**config.mk**
```make
export PLATFORM = sky130hd
export DESIGN_NAME = bp_me_nonsynth_lce_tr_replay
export DESIGN_NICKNAME = d
export VERILOG_FILES = /design/src/rtl/bp_me_nonsynth_lce_tr_replay.sv
export SDC_FILE = /design/constraint.sdc
export NUM_CORES = 1
export LEC_CHECK = 0
export ABC_AREA = 1
export BUFFER_PORTS_ARGS = -buffer_cell sky130_fd_sc_hd__buf_2
export CORE_ASPECT_RATIO = 1.4
export CORE_MARGIN = 2
export CORE_UTILIZATION = 30
export CTS_CLUSTER_SIZE = 25
export DETAILED_ROUTE_END_ITERATION = 8
export GPL_TIMING_DRIVEN = 0
export SYNTH_ARGS = -nofsm -noshare
export SYNTH_HDL_FRONTEND = slang
export SYNTH_SLANG_ARGS = --single-unit
```
**constraint.sdc**
```tcl
create_clock -name clk_i -period 2.3 [get_ports clk_i]
set_clock_uncertainty 0.2 [all_clocks]
set_input_delay 0.115 -clock clk_i [delete_from_list [all_inputs] [get_ports clk_i]]
set_output_delay 0.115 -clock clk_i [all_outputs]
set_load 0.02 [all_outputs]
```
**src/rtl/bp_me_nonsynth_lce_tr_replay.sv**
```systemverilog
// Trace-replay driver for the mock LCE. It walks a ROM of {opcode, packet}
// records, issues commands on the tr_pkt output channel, and checks responses
// against expected packets. The result is a sticky done or error flag.
module bp_me_nonsynth_lce_tr_replay #(
  parameter int tr_ring_width_p  = 123,
  parameter int rom_addr_width_p = 10,
  parameter int timeout_cycles_p = 4096,
  parameter int lce_id_p         = 0
) (
  input  logic                          clk_i,
  input  logic                          reset_i,
  output logic [rom_addr_width_p-1:0]   rom_addr_o,
  input  logic [tr_ring_width_p+4-1:0]  rom_data_i,
  output logic [tr_ring_width_p-1:0]    tr_pkt_o,
  output logic                          tr_pkt_v_o,
  input  logic                          tr_pkt_yumi_i,
  input  logic [tr_ring_width_p-1:0]    tr_pkt_i,
  input  logic                          tr_pkt_v_i,
  output logic                          tr_pkt_ready_o,
  output logic                          done_o,
  output logic                          error_o
);

  localparam int to_w = $clog2(timeout_cycles_p) + 1;
  localparam logic [to_w-1:0] to_last = to_w'(timeout_cycles_p - 1);

  typedef enum logic [2:0] {
    S_FETCH, S_SEND, S_RECV, S_WAIT, S_DONE, S_ERROR
  } state_e;

  state_e                        state_r, state_n;
  logic [rom_addr_width_p-1:0]   rom_addr_r;
  logic [tr_ring_width_p-1:0]    pkt_r, exp_r;
  logic [15:0]                   wait_cnt;
  logic [to_w-1:0]               to_cnt;

  logic [3:0]                    opcode;
  logic [tr_ring_width_p-1:0]    rec_pkt;
  logic adv, addr_inc, ld_pkt, ld_exp, ld_wait, to_inc;

  assign opcode  = rom_data_i[tr_ring_width_p+3 -: 4];
  assign rec_pkt = rom_data_i[tr_ring_width_p-1:0];

  assign rom_addr_o     = rom_addr_r;
  assign tr_pkt_o       = pkt_r;
  assign tr_pkt_v_o     = (state_r == S_SEND);
  assign tr_pkt_ready_o = (state_r == S_RECV);
  assign done_o         = (state_r == S_DONE);
  assign error_o        = (state_r == S_ERROR);

  // Advancing past the last ROM slot is treated as a trace fault, not a wrap.
  assign addr_inc = adv && !(&rom_addr_r);

  // Next-state decode: record interpretation in FETCH, handshakes elsewhere
  always_comb begin
    state_n = state_r;
    adv     = 1'b0;
    ld_pkt  = 1'b0;
    ld_exp  = 1'b0;
    ld_wait = 1'b0;
    to_inc  = 1'b0;
    unique case (state_r)
      S_FETCH: begin
        unique case (opcode)
          4'b0000: adv = 1'b1;
          4'b0001: begin ld_pkt = 1'b1; state_n = S_SEND; end
          4'b0010: begin ld_exp = 1'b1; state_n = S_RECV; end
          4'b0011: begin
            if (rec_pkt[15:0] == 16'd0) adv = 1'b1;
            else begin ld_wait = 1'b1; state_n = S_WAIT; end
          end
          4'b0100: state_n = S_DONE;
          default: state_n = S_ERROR;
        endcase
      end
      S_SEND: begin
        if (tr_pkt_yumi_i) begin adv = 1'b1; state_n = S_FETCH; end
      end
      S_RECV: begin
        if (tr_pkt_v_i) begin
          if (tr_pkt_i == exp_r) begin adv = 1'b1; state_n = S_FETCH; end
          else state_n = S_ERROR;
        end else if (to_cnt == to_last) begin
          state_n = S_ERROR;
        end else begin
          to_inc = 1'b1;
        end
      end
      S_WAIT: begin
        if (wait_cnt == 16'd1) begin adv = 1'b1; state_n = S_FETCH; end
      end
      S_DONE:  state_n = S_DONE;
      default: state_n = S_ERROR;
    endcase
    if (adv && (&rom_addr_r)) state_n = S_ERROR;
  end

  // State, address, latched packets and counters
  always_ff @(posedge clk_i) begin
    if (reset_i) begin
      state_r    <= S_FETCH;
      rom_addr_r <= '0;
      pkt_r      <= '0;
      exp_r      <= '0;
      wait_cnt   <= '0;
      to_cnt     <= '0;
    end else begin
      state_r <= state_n;
      if (addr_inc) rom_addr_r <= rom_addr_r + 1'b1;
      if (ld_pkt)   pkt_r      <= rec_pkt;
      if (ld_exp) begin
        exp_r  <= rec_pkt;
        to_cnt <= '0;
      end else if (to_inc) begin
        to_cnt <= to_cnt + 1'b1;
      end
      if (ld_wait) wait_cnt <= rec_pkt[15:0];
      else if (state_r == S_WAIT) wait_cnt <= wait_cnt - 16'd1;
    end
  end

endmodule
```
Yosys cells after proc, flatten, opt, wreduce, memory -nomap -nowiden
Index checks and enable logic that the tools add are counted.
{ "op_classes": {"eq_ne": 22, "reduce_logical": 12, "addsub": 3, "muxes": 28} }
{ "op_table": {"columns": ["cell", "n"], "rows": [
  ["$eq A123 B123 Y1", 1],
  ["$mux W16", 2],
  ["$pmux W3 S5", 2],
  ["$mux W3", 7],
  ["$eq A16 B1 Y1 const B", 1],
  ["$logic_not A16 Y1", 1],
  ["$sub A16 B1 Y16 const B", 1],
  ["$mux W1", 15],
  ["$add A13 B1 Y13 const B", 1],
  ["$eq A13 B12 Y1 const B", 1],
  ["$add A10 B1 Y10 const B", 1],
  ["$reduce_and A10 Y1", 1],
  ["$reduce_and A5 Y1", 2],
  ["$ne A3 B3 Y1 const B", 3],
  ["$eq A4 B2 Y1 const B", 2],
  ["$eq A3 B2 Y1 const B", 2],
  ["$eq A3 B3 Y1 const B", 2],
  ["$eq A4 B1 Y1 const B", 1],
  ["$eq A4 B3 Y1 const B", 1],
  ["$logic_not A4 Y1", 1],
  ["$ne A2 B2 Y1 const B", 2],
  ["$ne A4 B2 Y1 const B", 1],
  ["$ne A4 B4 Y1 const B", 1],
  ["$pmux W1 S4", 1],
  ["10 further kinds", 12]
]} }
{ "word_totals": {"in_bits": 254, "output_inout_bits": 137, "regBits": 288, "wordCells": 72} }

Logic depth before layout (Yosys ltp)
Gate-level depths: netlist of the first run.
{ "depth": {"word_depth": 7, "mapped_depth": 17, "depth_no_buf": 17} }

Worst setup path before layout of the first run
Ideal clock, no wire load.
{ "synth_path": {"path_type": "register -> register", "from": "register state_r[1]", "to": "register to_cnt[7]", "setup_ns": 0.114, "required_ns": 1.986, "path_stages_with_launch": 10, "path_slack_ns": 0.343, "synth_period_minus_slack_ns": 1.957, "n_path_buf": 0, "arrival_ns": 1.643, "cell_sequence": "dfxtp_1 inv_1 nor3_2 nand2_1 a21oi_2 nand2_1 nor3_2 nand2_1 nand2_1 nor2_1"} }
{ "synth_between": {"word_cells_on_any_way": 5, "classes_between": "1 x eq/ne; 2 x mux; 2 x reduce/logical"} }
{ "synth_rtl": {"columns": ["element", "line_no", "source"], "rows": [
  ["start, declared", "31", "state_e state_r, state_n;"],
  ["start signal, assigned", "108", "state_r <= state_n;"],
  ["$eq A3 B2 Y1", null, null],
  ["net tr_pkt_ready_o", "19", "output logic tr_pkt_ready_o,"],
  ["$mux W1", "62", "unique case (state_r)"],
  ["end signal, assigned", "115", "to_cnt <= to_cnt + 1'b1;"],
  ["end, declared", "35", "logic [to_w-1:0] to_cnt;"]
]} }
The timed path passes the listed nets, and every way through them passes these cells.
A chain may end at the register's enable or synchronous reset.

Final worst setup path of the first run
{ "layout_path": {"from": "input rom_data_i[14]", "to": "register rom_addr_r[2], in the netlist rom_addr_o[2]"} }
{ "layout_between": {"elab_chain_cells": 5} }
{ "layout_rtl": {"columns": ["element", "line_no", "source"], "rows": [
  ["start, declared", "13", "input logic [tr_ring_width_p+4-1:0] rom_data_i,"],
  ["$logic_not A16 Y1", "69", "if (rec_pkt[15:0] == 16'd0) adv = 1'b1;"],
  ["$mux W1", "69", null],
  ["$pmux W1 S2", "64", "unique case (opcode)"],
  ["$pmux W1 S4", "62", null],
  ["$logic_and A1 B1 Y1", "52", "assign addr_inc = adv && !(&rom_addr_r);"],
  ["end signal, assigned", "109", "if (addr_inc) rom_addr_r <= rom_addr_r + 1'b1;"],
  ["end, declared", "32", "logic [rom_addr_width_p-1:0] rom_addr_r;"]
]} }
No other way between the ends.

==> results of run 1 <==
==> power by group through the flow <==
stage / Sequential (uW) / Combinational, uW / Clock, uW
floorplan: 5730 / 1270 / 0
global placement: 5590 / 2230 / 0
CTS: 5500 / 2470 / 5800
global route: 5540 / 2830 / 5960
finish: 5510 / 2530 / 5660
detailed placement: 5610 / 2260 / 0
==> routing by layer <==
layer	GRT usage (%)	wire [um]	vias to the layer above
met3	3.50	2490	148
met2	39.1	25000	433
met5	0	24	-
met1	23.5	19400	6362
met4	12.7	2760	4
li1	-	-	7048
==> sequential cells by signal, indices dropped and copies added, names as in the netlist <==
name        flops
exp_r         123
rom_addr_o     10
state_r         3
to_cnt         13
tr_pkt_o      123
wait_cnt       16
==> layout by cell type (no fill, tap or decap), types with 11 or more instances in the layout <==
master         Yosys  final
o21ai_1            1     12
nor2_1           389    378
nor2_2             4     11
nand2_1          313    305
buf_2             19    408
clkbuf_16          0     35
inv_1            233    232
dlygate4sd3_1      0    131
nand4_1           26     26
o21ai_0          257    246
diode_2            0     26
xnor2_1           59     59
a21oi_1          115    115
nand3_1           30     30
dfxtp_1          288    287
xor2_1            12     12
clkbuf_1          63     52
==> worst max-delay path by stage <==
stage | start | end | slack, ns | cells past startpoint
after floorplan | state_r[1] | to_cnt[7] | 0.34 | 9
after detailed placement | state_r[1] | exp_r[119] | -0.63 | 10
after global placement | state_r[1] | tr_pkt_o[117] | -0.54 | 9
final | rom_data_i[14] | rom_addr_o[2] | 0.08 | 12
after global routing | to_cnt[0] | state_r[2] | -0.06 | 13
after CTS | exp_r[63] | rom_addr_o[2] | 0.004 | 13
==> synthesized netlist by cell type (all sizes together), types with 2 or more instances <==
library cell,number
o21ai,258
a31oi,4
inv,237
o211ai,6
clkbuf,63
xor2,12
nor3,12
nor4,6
nand2,315
nand3,31
a21oi,116
or2,2
xnor2,59
o221ai,3
a211oi,3
nand4,26
dfxtp,288
nor2,395
buf,23
o22ai,3
ha,4
==> worst min-delay path: stages <==
cell and delay (ns):
buf_2 0.09, nor2_1 0.08, nand4_1 0.10, o21ai_1 0.10, nor2_2 0.19, a211oi_1 0.09
==> timing repair <==
action                                 CTS  global route
endpoints found under the hold margin  272             0
setup endpoints to repair              250           171
pin swaps                                1             7
hold buffers                           131             0
resized for setup                       31            55
buffers inserted                         2             4
gates cloned                             0             0
==> cell families after synthesis <==
| family | Yosys count | synth area share, % |
|---|---|---|
| xor+xnor | 71 | 4.83 |
| fa+ha+maj | 4 | 0.389 |
| flops | 288 | 44.8 |
| simple gates | 788 | 24.5 |
| buf+inv | 324 | 9.70 |
| compound gates | 395 | 15.8 |
==> final cells by class <==
type / count / area (um2)
Fill cell: 4307 / 23900
Sequential cell: 288 / 5770
Antenna cell: 26 / 65.1
Clock inverter: 8 / 153
Inverter: 238 / 897
Multi-Input combinational cell: 1258 / 5970
Clock buffer: 48 / 1000
Timing Repair Buffer: 526 / 3320
Tap cell: 546 / 683
Buffer: 86 / 417
==> metrics by stage <==
| stage | utilization (%) | TNS [ns] | area, um2 |
|---|---|---|---|
| finish | 43.3 | 0 | 18300 |
| global route | 43.3 | -0.399 | 18300 |
| CTS | 42.8 | 0 | 18100 |
| detailed placement | 36.7 | -102.84 | 15500 |
| global placement | 36.7 | -92.78 | 15500 |
| floorplan | - | 0 | 12900 |
==> flow_metrics.env, run 1 <==
export IMPL_clockBufferDepth=3
export IMPL_period_minus_slack_ns=2.22
export IMPL_max_freq_mhz=450
export IMPL_cts_root_buf="clkbuf_16"
export IMPL_slew_headroom_pct=37.0
export IMPL_yosys_top_cells_area="dfxtp_1 (45%), nor2_1 (11%), o21ai_0 (10%)"
export IMPL_hold_viol_final=0
export IMPL_clk_pin_slew_ns=0.06
export IMPL_seqPwrFrac_pct=40.2
export IMPL_numPlacedInstances=2805
export IMPL_p_sw_uw=3880
export IMPL_worst_path_buf_inv=4
export IMPL_p_per_area_nw_per_um2=749
export IMPL_worst_r2r_path_depth=11
export IMPL_pwr_share_clk_pct=41.3
export IMPL_htreeDepth=2
export IMPL_netlist_instances=1870
export IMPL_hold_path_startpoint="rom_data_i[125]"
export IMPL_maxCapViolCount=0
export IMPL_crit_family="buffers and inverters"
export IMPL_crit_type="in -> reg"
export IMPL_drc=0
export IMPL_whs_ns=0.106
export IMPL_synthFlopType="dfxtp_1"
export IMPL_synth_edf_count=0
export IMPL_fin_ws_ns=0.0790
export IMPL_reg2reg_slack_ns=0.09
export IMPL_grt_max_degree=13
export IMPL_status="finished, final reports clean"
export IMPL_maxSlewViolCount=0
export IMPL_viasPerCell=4.63
export IMPL_min_path_cells=6
export IMPL_cts_tree="done"
export IMPL_grt_pass1_vias=14000
export IMPL_layout_worst_path_cycle_share_pct=96.6
export IMPL_yosysTopAreaCell="dfxtp_1"
export IMPL_yosys_warnings=0
export IMPL_routed_via_count=14000
export IMPL_synth_seq_cells=288
export IMPL_fin_cells=3024
export IMPL_cp_end_kind="register"
export IMPL_insertion_delay_ns=0.52
export IMPL_async_flop_share_pct=0
export IMPL_die_w_um=179
export IMPL_dp_hpwl_mm=38.1
export IMPL_die_area_um2=44600
export IMPL_min_to="state_r[1]"
export IMPL_antenna_found_initial=29
export IMPL_grt_overflow_total=0
export IMPL_sw_frac_of_total_pct=28.4
export IMPL_r2r_end="exp_r[30]"
export IMPL_setup_viol=0
export IMPL_drt_iter0_drc=615
export IMPL_core_region_area_um2=42200
export IMPL_r2r_start="state_r[0]"
export IMPL_hold_path_class="in -> reg"
export IMPL_power_internal_uw=9810
export IMPL_dp_slack_ns=-0.634
export IMPL_crit_slowest_cell="dlygate4sd3_1"
export IMPL_grt_usage_pct=21.7
export IMPL_synth_avg_cell_area_um2=6.88
export IMPL_finalPower_uw=13700
export IMPL_synth_cell_area_um2=12900
export IMPL_numCtsBuffers=34
export IMPL_critical_path_required_ns=2.52
export IMPL_syn_num_nets=2128
export IMPL_crit_chain="dlygate4sd3_1 -> buf_2 -> inv_1 -> nand4_1 -> nor2_1 -> nand3_1 -> o21ai_1 -> nor3_1 -> nand2_2 -> buf_6 -> nand3_1 -> a21oi_1"
export IMPL_critPathLaunchType="primary input"
export IMPL_rsz0062_at_grt="yes"
export IMPL_cpMostUsedCell="nand3_1"
export IMPL_drive_above_1_share_pct=21.5
export IMPL_numPortBuffers=389
export IMPL_row_count=89
export IMPL_cts_sinks=288
export IMPL_area_growth_pct=42.1
export IMPL_irDropWorstVdd_mv=0.578
export IMPL_wl_mm=49.7
export IMPL_worst_slew_pin_slew_ns=0.946
export IMPL_drtAntennaViolNets=0
export IMPL_grt_pass1_wl_mm=74.5
export IMPL_worstPathMaxFanout=10
export IMPL_combPwrFrac_pct=18.5
export IMPL_dr_pass1_iters=5
export IMPL_die_y_um=249
export IMPL_arrival_ns=2.44
export IMPL_synthDistinctLibCells=36
export IMPL_boundaryPins=391
export IMPL_wire_per_inst_um=16.4
export IMPL_gp_congestion=0.890
export IMPL_p_leak_uw=0.00845
export IMPL_cpPeakStageDelay_ns=0.56
export IMPL_final_nets=2690
export IMPL_ys_seq_area_share_pct=44.8
export IMPL_initial_core_util_pct=30.5
export IMPL_synth_top_cell_area_share_pct=44.8
Power figures use the tool's default switching activity.
==> inputs of run 2 (changes only) <==
==> constraint.sdc (replaced) <==
create_clock -name clk_i -period 1.8 [get_ports clk_i]
set_clock_uncertainty 0.2 [all_clocks]
set_input_delay 0.09 -clock clk_i [delete_from_list [all_inputs] [get_ports clk_i]]
set_output_delay 0.09 -clock clk_i [all_outputs]
set_load 0.02 [all_outputs]
==> run 2 against run 1 <==
  * Worst hold slack got worse by 0.41 ns
  * Largest cell class unchanged
  * The run now ends with negative hold slack, negative setup slack left
  * Critical path type is now reg -> reg
  * Final cell count rose by 3.0%
  * Critical path depth rose by 1
  * Power rose by 39%
  * Via count rose by 8.5%
  * Critical endpoint is now rom_addr_o[1]
  * Clock power rose by 22%
==> flow_metrics.env, run 2 (synthesized netlist as in run 1, its figures left out) <==
export IMPL_rsz0062_at_grt="yes"
export IMPL_critical_path_required_ns=2.09
export IMPL_drt_iter0_drc=736
export IMPL_layout_worst_path_cycle_share_pct=115
export IMPL_dp_slack_ns=-1.32
export IMPL_initial_core_util_pct=30.5
export IMPL_worst_slew_pin_slew_ns=1.02
export IMPL_grt_pass1_vias=14800
export IMPL_wire_per_inst_um=18.5
export IMPL_status="complete, but fails checks"
export IMPL_critPathLaunchType="register"
export IMPL_period_minus_slack_ns=2.07
export IMPL_numPortBuffers=389
export IMPL_insertion_delay_ns=0.57
export IMPL_cts_tree="done"
export IMPL_viasPerCell=4.87
export IMPL_grt_overflow_total=0
export IMPL_hold_viol_final=18
export IMPL_antenna_found_initial=20
export IMPL_finalPower_uw=19000
export IMPL_drive_above_1_share_pct=44.7
export IMPL_whs_ns=-0.303
export IMPL_irDropWorstVdd_mv=0.711
export IMPL_seq_area_um2=5810
export IMPL_most_common_layout_cells="buf_2 (388), nand2_1 (283), dfxtp_1 (258)"
export IMPL_multi_input_area_um2=8150
export IMPL_clk_pin_slew_ns=0.06
export IMPL_fin_ws_ns=-0.271
export IMPL_p_leak_uw=0.0100
export IMPL_max_freq_mhz=483
export IMPL_hold_buffers=129
export IMPL_final_nets=2786
export IMPL_area_growth_pct=77.2
export IMPL_core_region_area_um2=42200
export IMPL_drc=0
export IMPL_grt_usage_pct=24.0
export IMPL_p_per_area_nw_per_um2=835
export IMPL_htreeDepth=1
export IMPL_arrival_ns=2.36
export IMPL_boundaryPins=391
export IMPL_dp_hpwl_mm=37.5
export IMPL_gp_congestion=0.900
export IMPL_setup_viol=279
export IMPL_violations="negative hold slack, negative setup slack"
export IMPL_dr_pass1_iters=5
export IMPL_cts_root_buf="clkbuf_16"
export IMPL_die_y_um=249
export IMPL_row_count=89
export IMPL_numCtsBuffers=31
export IMPL_cts_sinks=288
export IMPL_die_w_um=179
export IMPL_crit_type="reg -> reg"
export IMPL_grt_pass1_wl_mm=82.6
export IMPL_drtAntennaViolNets=0
export IMPL_final_area_um2=22800
export IMPL_maxSlewViolCount=0
export IMPL_hold_path_class="in -> reg"
export IMPL_placed_cell_area_um2=15600
export IMPL_routed_via_count=15200
export IMPL_die_area_um2=44600
export IMPL_wl_mm=57.8
export IMPL_slew_headroom_pct=32.1
export IMPL_maxCapViolCount=0
export IMPL_setup_tns_ns=-37.84
export IMPL_worstPathMaxFanout=5
export IMPL_clockBufferDepth=3
export IMPL_nFillCells=3747
export IMPL_cp_end_kind="register"
export IMPL_grt_max_degree=15
export IMPL_final_common_cell="buf_2"
-- run 2: cell count changes in the layout (fill, tap and decap cells not counted), moves of 34 or more --
cell and change:
a21oi_2 +71, a21oi_1 -73, nor2_4 +87, o21ai_0 -188, o21ai_2 +133, nor2_1 -164
nor2_2 +77, o21ai_1 +34
-- run 2: final timing paths --
check,start,endpoint,slack (ns),cells after the start
min,reset_i,wait_cnt[1],-0.30,2
min reg2reg,exp_r[93],exp_r[93],0.26,2
max,exp_r[63],rom_addr_o[1],-0.27,13
max reg2reg,exp_r[63],rom_addr_o[1],-0.27,13
-- run 2: cell type report --
| class | instances | share of cell area, % |
|---|---|---|
| antenna | 19 | 0.209 |
| buffer | 80 | 4.47 |
| clock buffer | 42 | 4.02 |
| clock inverter | 14 | 0.796 |
| inverter | 238 | 4.12 |
| multi-input combinational | 1258 | 35.7 |
| sequential | 288 | 25.5 |
| tap | 546 | 3.00 |
| timing repair buffer | 630 | 22.1 |
| timing repair inverter | 1 | 0.0714 |
-- run 2: per-layer routing --
metal  track usage, %  up-vias  wire length [um]
li1                 -     7254                 -
met1             27.1     7186             21600
met2             43.3      541             29700
met3             3.30      193              3000
met4             12.1        6              3490
met5                0        -                35
-- run 2: what timing repair did --
item | CTS | global route
pin swaps | 139 | 134
setup endpoints to repair | 291 | 292
cloned | 39 | 5
endpoints found under the hold margin | 274 | 18
setup buffers | 46 | 42
gates resized for setup | 689 | 465
-- run 2: report_power, final --
part           internal [uW]  leakage, uW  total, uW  switching, uW
clock                   4120     0.000540       6920           2800
combinational           2290      0.00713       5010           2710
sequential              6790      0.00235       7110            320
total                  13200       0.0100      19000           5840
-- run 2: critical path, cell delays in order (launching register included) --
cell,delay (ns)
dfxtp_2,0.34
inv_2,0.05
nand2_2,0.07
nand4_1,0.11
nor2_2,0.17
nand2_2,0.11
nor2_4,0.15
nand2_2,0.07
nor2_4,0.16
nand3_2,0.11
nand2_4,0.12
buf_6,0.15
nand3_4,0.06
a21oi_2,0.12
-- run 2: metrics by stage --
step                utilization [%]  hold WS (ns)  std cells
finish                         54.0        -0.303       3116
global route                   54.0        -0.300       3115
CTS                            50.5        -0.180       3074
detailed placement             36.9         0.137       2805
global placement               36.9         0.135       2805
floorplan                         -        0.0249       1870
==> inputs of run 3 (changes only) <==
==> constraint.sdc (replaced) <==
create_clock -name clk_i -period 1.8 [get_ports clk_i]
set_clock_uncertainty 0.2 [all_clocks]
set_input_delay 0.18 -clock clk_i [delete_from_list [all_inputs] [get_ports clk_i]]
set_output_delay 0.18 -clock clk_i [all_outputs]
set_load 0.02 [all_outputs]
==> run 3 against run 2 <==
  * The run ends with negative setup slack left
  * Sequential power hardly changed
  * Register-to-register slack worse by 0.02 ns
  * Sequential share of layout area is 0.42 points higher
  * Non-clock buffer count is 4 lower
  * Critical endpoint is now rom_addr_o[6]
  * Largest cell class unchanged
  * Highest routed layer unchanged
==> flow_metrics.env, run 3 (synthesized netlist as in run 1, its figures left out) <==
export IMPL_status="complete, but fails checks"
export IMPL_violations="negative setup slack"
export IMPL_worst_r2r_path_depth=10
export IMPL_numPlacedInstances=2805
export IMPL_numPortBuffers=389
export IMPL_setup_viol=283
export IMPL_critical_path_required_ns=2.06
export IMPL_dp_hpwl_mm=37.5
export IMPL_drtAntennaViolNets=0
export IMPL_hold_path_startpoint="rom_data_i[126]"
export IMPL_wl_mm=57.0
export IMPL_min_to="state_r[1]"
export IMPL_initial_core_util_pct=30.5
export IMPL_slew_headroom_pct=27.4
export IMPL_drive_above_1_share_pct=42.3
export IMPL_grt_usage_pct=23.2
export IMPL_routed_via_count=15100
export IMPL_maxSlewViolCount=0
export IMPL_setup_tns_ns=-39.63
export IMPL_grt_overflow_total=0
export IMPL_rsz0062_at_grt="yes"
export IMPL_finalPower_uw=18800
export IMPL_grt_max_degree=15
export IMPL_r2r_start="state_r[2]"
export IMPL_hold_viol_final=0
export IMPL_worst_slew_pin_slew_ns=1.09
export IMPL_dr_pass1_iters=6
export IMPL_die_w_um=179
export IMPL_numCtsBuffers=31
export IMPL_crit_slowest_cell="dfxtp_2"
export IMPL_row_count=89
export IMPL_clk_pin_slew_ns=0.06
export IMPL_reg2reg_slack_ns=-0.29
export IMPL_cts_sinks=288
export IMPL_p_leak_uw=0.00991
export IMPL_area_growth_pct=73.8
export IMPL_arrival_ns=2.35
export IMPL_maxCapViolCount=0
export IMPL_postLayoutCoreUtil_pct=53.0
export IMPL_hold_path_class="in -> reg"
export IMPL_gp_congestion=0.900
export IMPL_irDropWorstVdd_mv=0.693
export IMPL_wire_per_inst_um=18.3
export IMPL_most_common_layout_cells="buf_2 (389), nand2_1 (283), dfxtp_1 (270)"
export IMPL_antenna_found_initial=21
export IMPL_grt_pass1_wl_mm=80.0
export IMPL_htreeDepth=1
export IMPL_drc=0
export IMPL_insertion_delay_ns=0.57
export IMPL_crit_type="reg -> reg"
export IMPL_final_nets=2782
export IMPL_grt_pass1_vias=14600
export IMPL_crit_chain="nor2_4 -> buf_12 -> buf_4 -> nand4_1 -> o21ai_2 -> nor3_1 -> nand2_4 -> buf_6 -> a21oi_1 -> nor2_1"
export IMPL_worstPathMaxFanout=6
export IMPL_die_y_um=249
export IMPL_min_path_cells=7
export IMPL_clockBufferDepth=3
export IMPL_max_freq_mhz=479
export IMPL_drt_iter0_drc=690
export IMPL_p_per_area_nw_per_um2=839
export IMPL_boundaryPins=391
export IMPL_fin_cells=3115
export IMPL_r2r_end="rom_addr_o[6]"
export IMPL_cts_tree="done"
export IMPL_period_minus_slack_ns=2.09
export IMPL_cpPeakStageDelay_ns=0.47
export IMPL_critPathLaunchType="register"
export IMPL_viasPerCell=4.83
export IMPL_final_common_cell="buf_2"
export IMPL_core_region_area_um2=42200
export IMPL_die_area_um2=44600
export IMPL_layout_worst_path_cycle_share_pct=116
export IMPL_cts_root_buf="clkbuf_16"
export IMPL_cp_end_kind="register"
export IMPL_fin_ws_ns=-0.289
run 3: how the worst max path moves through the flow:
stage,slack [ns],cells after the start,start,to
final,-0.29,10,state_r[2],rom_addr_o[6]
after global placement,-1.37,10,rom_data_i[126],tr_pkt_o[19]
after detailed placement,-1.41,10,rom_data_i[126],tr_pkt_o[118]
after global routing,-0.42,13,exp_r[113],rom_addr_o[8]
after CTS,-0.25,13,to_cnt[1],state_r[0]
after floorplan,-0.02,11,to_cnt[0],state_r[1]
run 3: layout make-up:
class / count / area, um2
Antenna cell: 22 / 55.1
Buffer: 79 / 965
Clock buffer: 42 / 917
Clock inverter: 14 / 181
Fill cell: 3816 / 19900
Inverter: 238 / 946
Multi-Input combinational cell: 1258 / 7880
Sequential cell: 288 / 5800
Tap cell: 546 / 683
Timing Repair Buffer: 627 / 4920
Timing Repair inverter: 1 / 11.3
run 3: through the flow:
step / instance area, um2 / hold WS [ns] / setup slack [ns]
6_report: 22400 / 0.126 / -0.289
3_3_place_gp: 15600 / 0.225 / -1.37
2_1_floorplan: 12900 / 0.115 / -0.0219
3_5_place_dp: 15600 / 0.227 / -1.41
5_1_grt: 22300 / 0.118 / -0.421
4_1_cts: 20400 / 0.00646 / -0.249
run 3: per-layer routing:
layer | track usage, % | up-vias | part of all wire (%)
met1 | 25.8 | 7100 | 38
met3 | 3.24 | 182 | 4.7
met2 | 41.4 | 515 | 51
met5 | 0 | - | 0.039
li1 | - | 7251 | -
met4 | 13.5 | 4 | 6.0
run 3: critical path: cells and delay by family, from the launching register on:
kind | cells | cell delay, ns
buffers and inverters | 3 | 0.42
AOI/OAI and AO/OA | 2 | 0.20
DFF | 1 | 0.47
and+or+nand+nor | 5 | 0.68
run 3: timing repair:
item                                    CTS  global route
cloned                                   26            16
resized for setup                       511           522
buffers inserted                         44            38
pin swaps                               110           126
endpoints found under the setup margin  292           292
hold endpoints to repair                274             0
hold buffers                            129             0
run 3: where the power goes:
part           switching, uW  internal [uW]  total (uW)  leakage (uW)
combinational           2570           2160        4730       0.00703
clock                   2800           4120        6920      0.000540
sequential               325           6780        7110       0.00234
total                   5700          13100       18800       0.00991
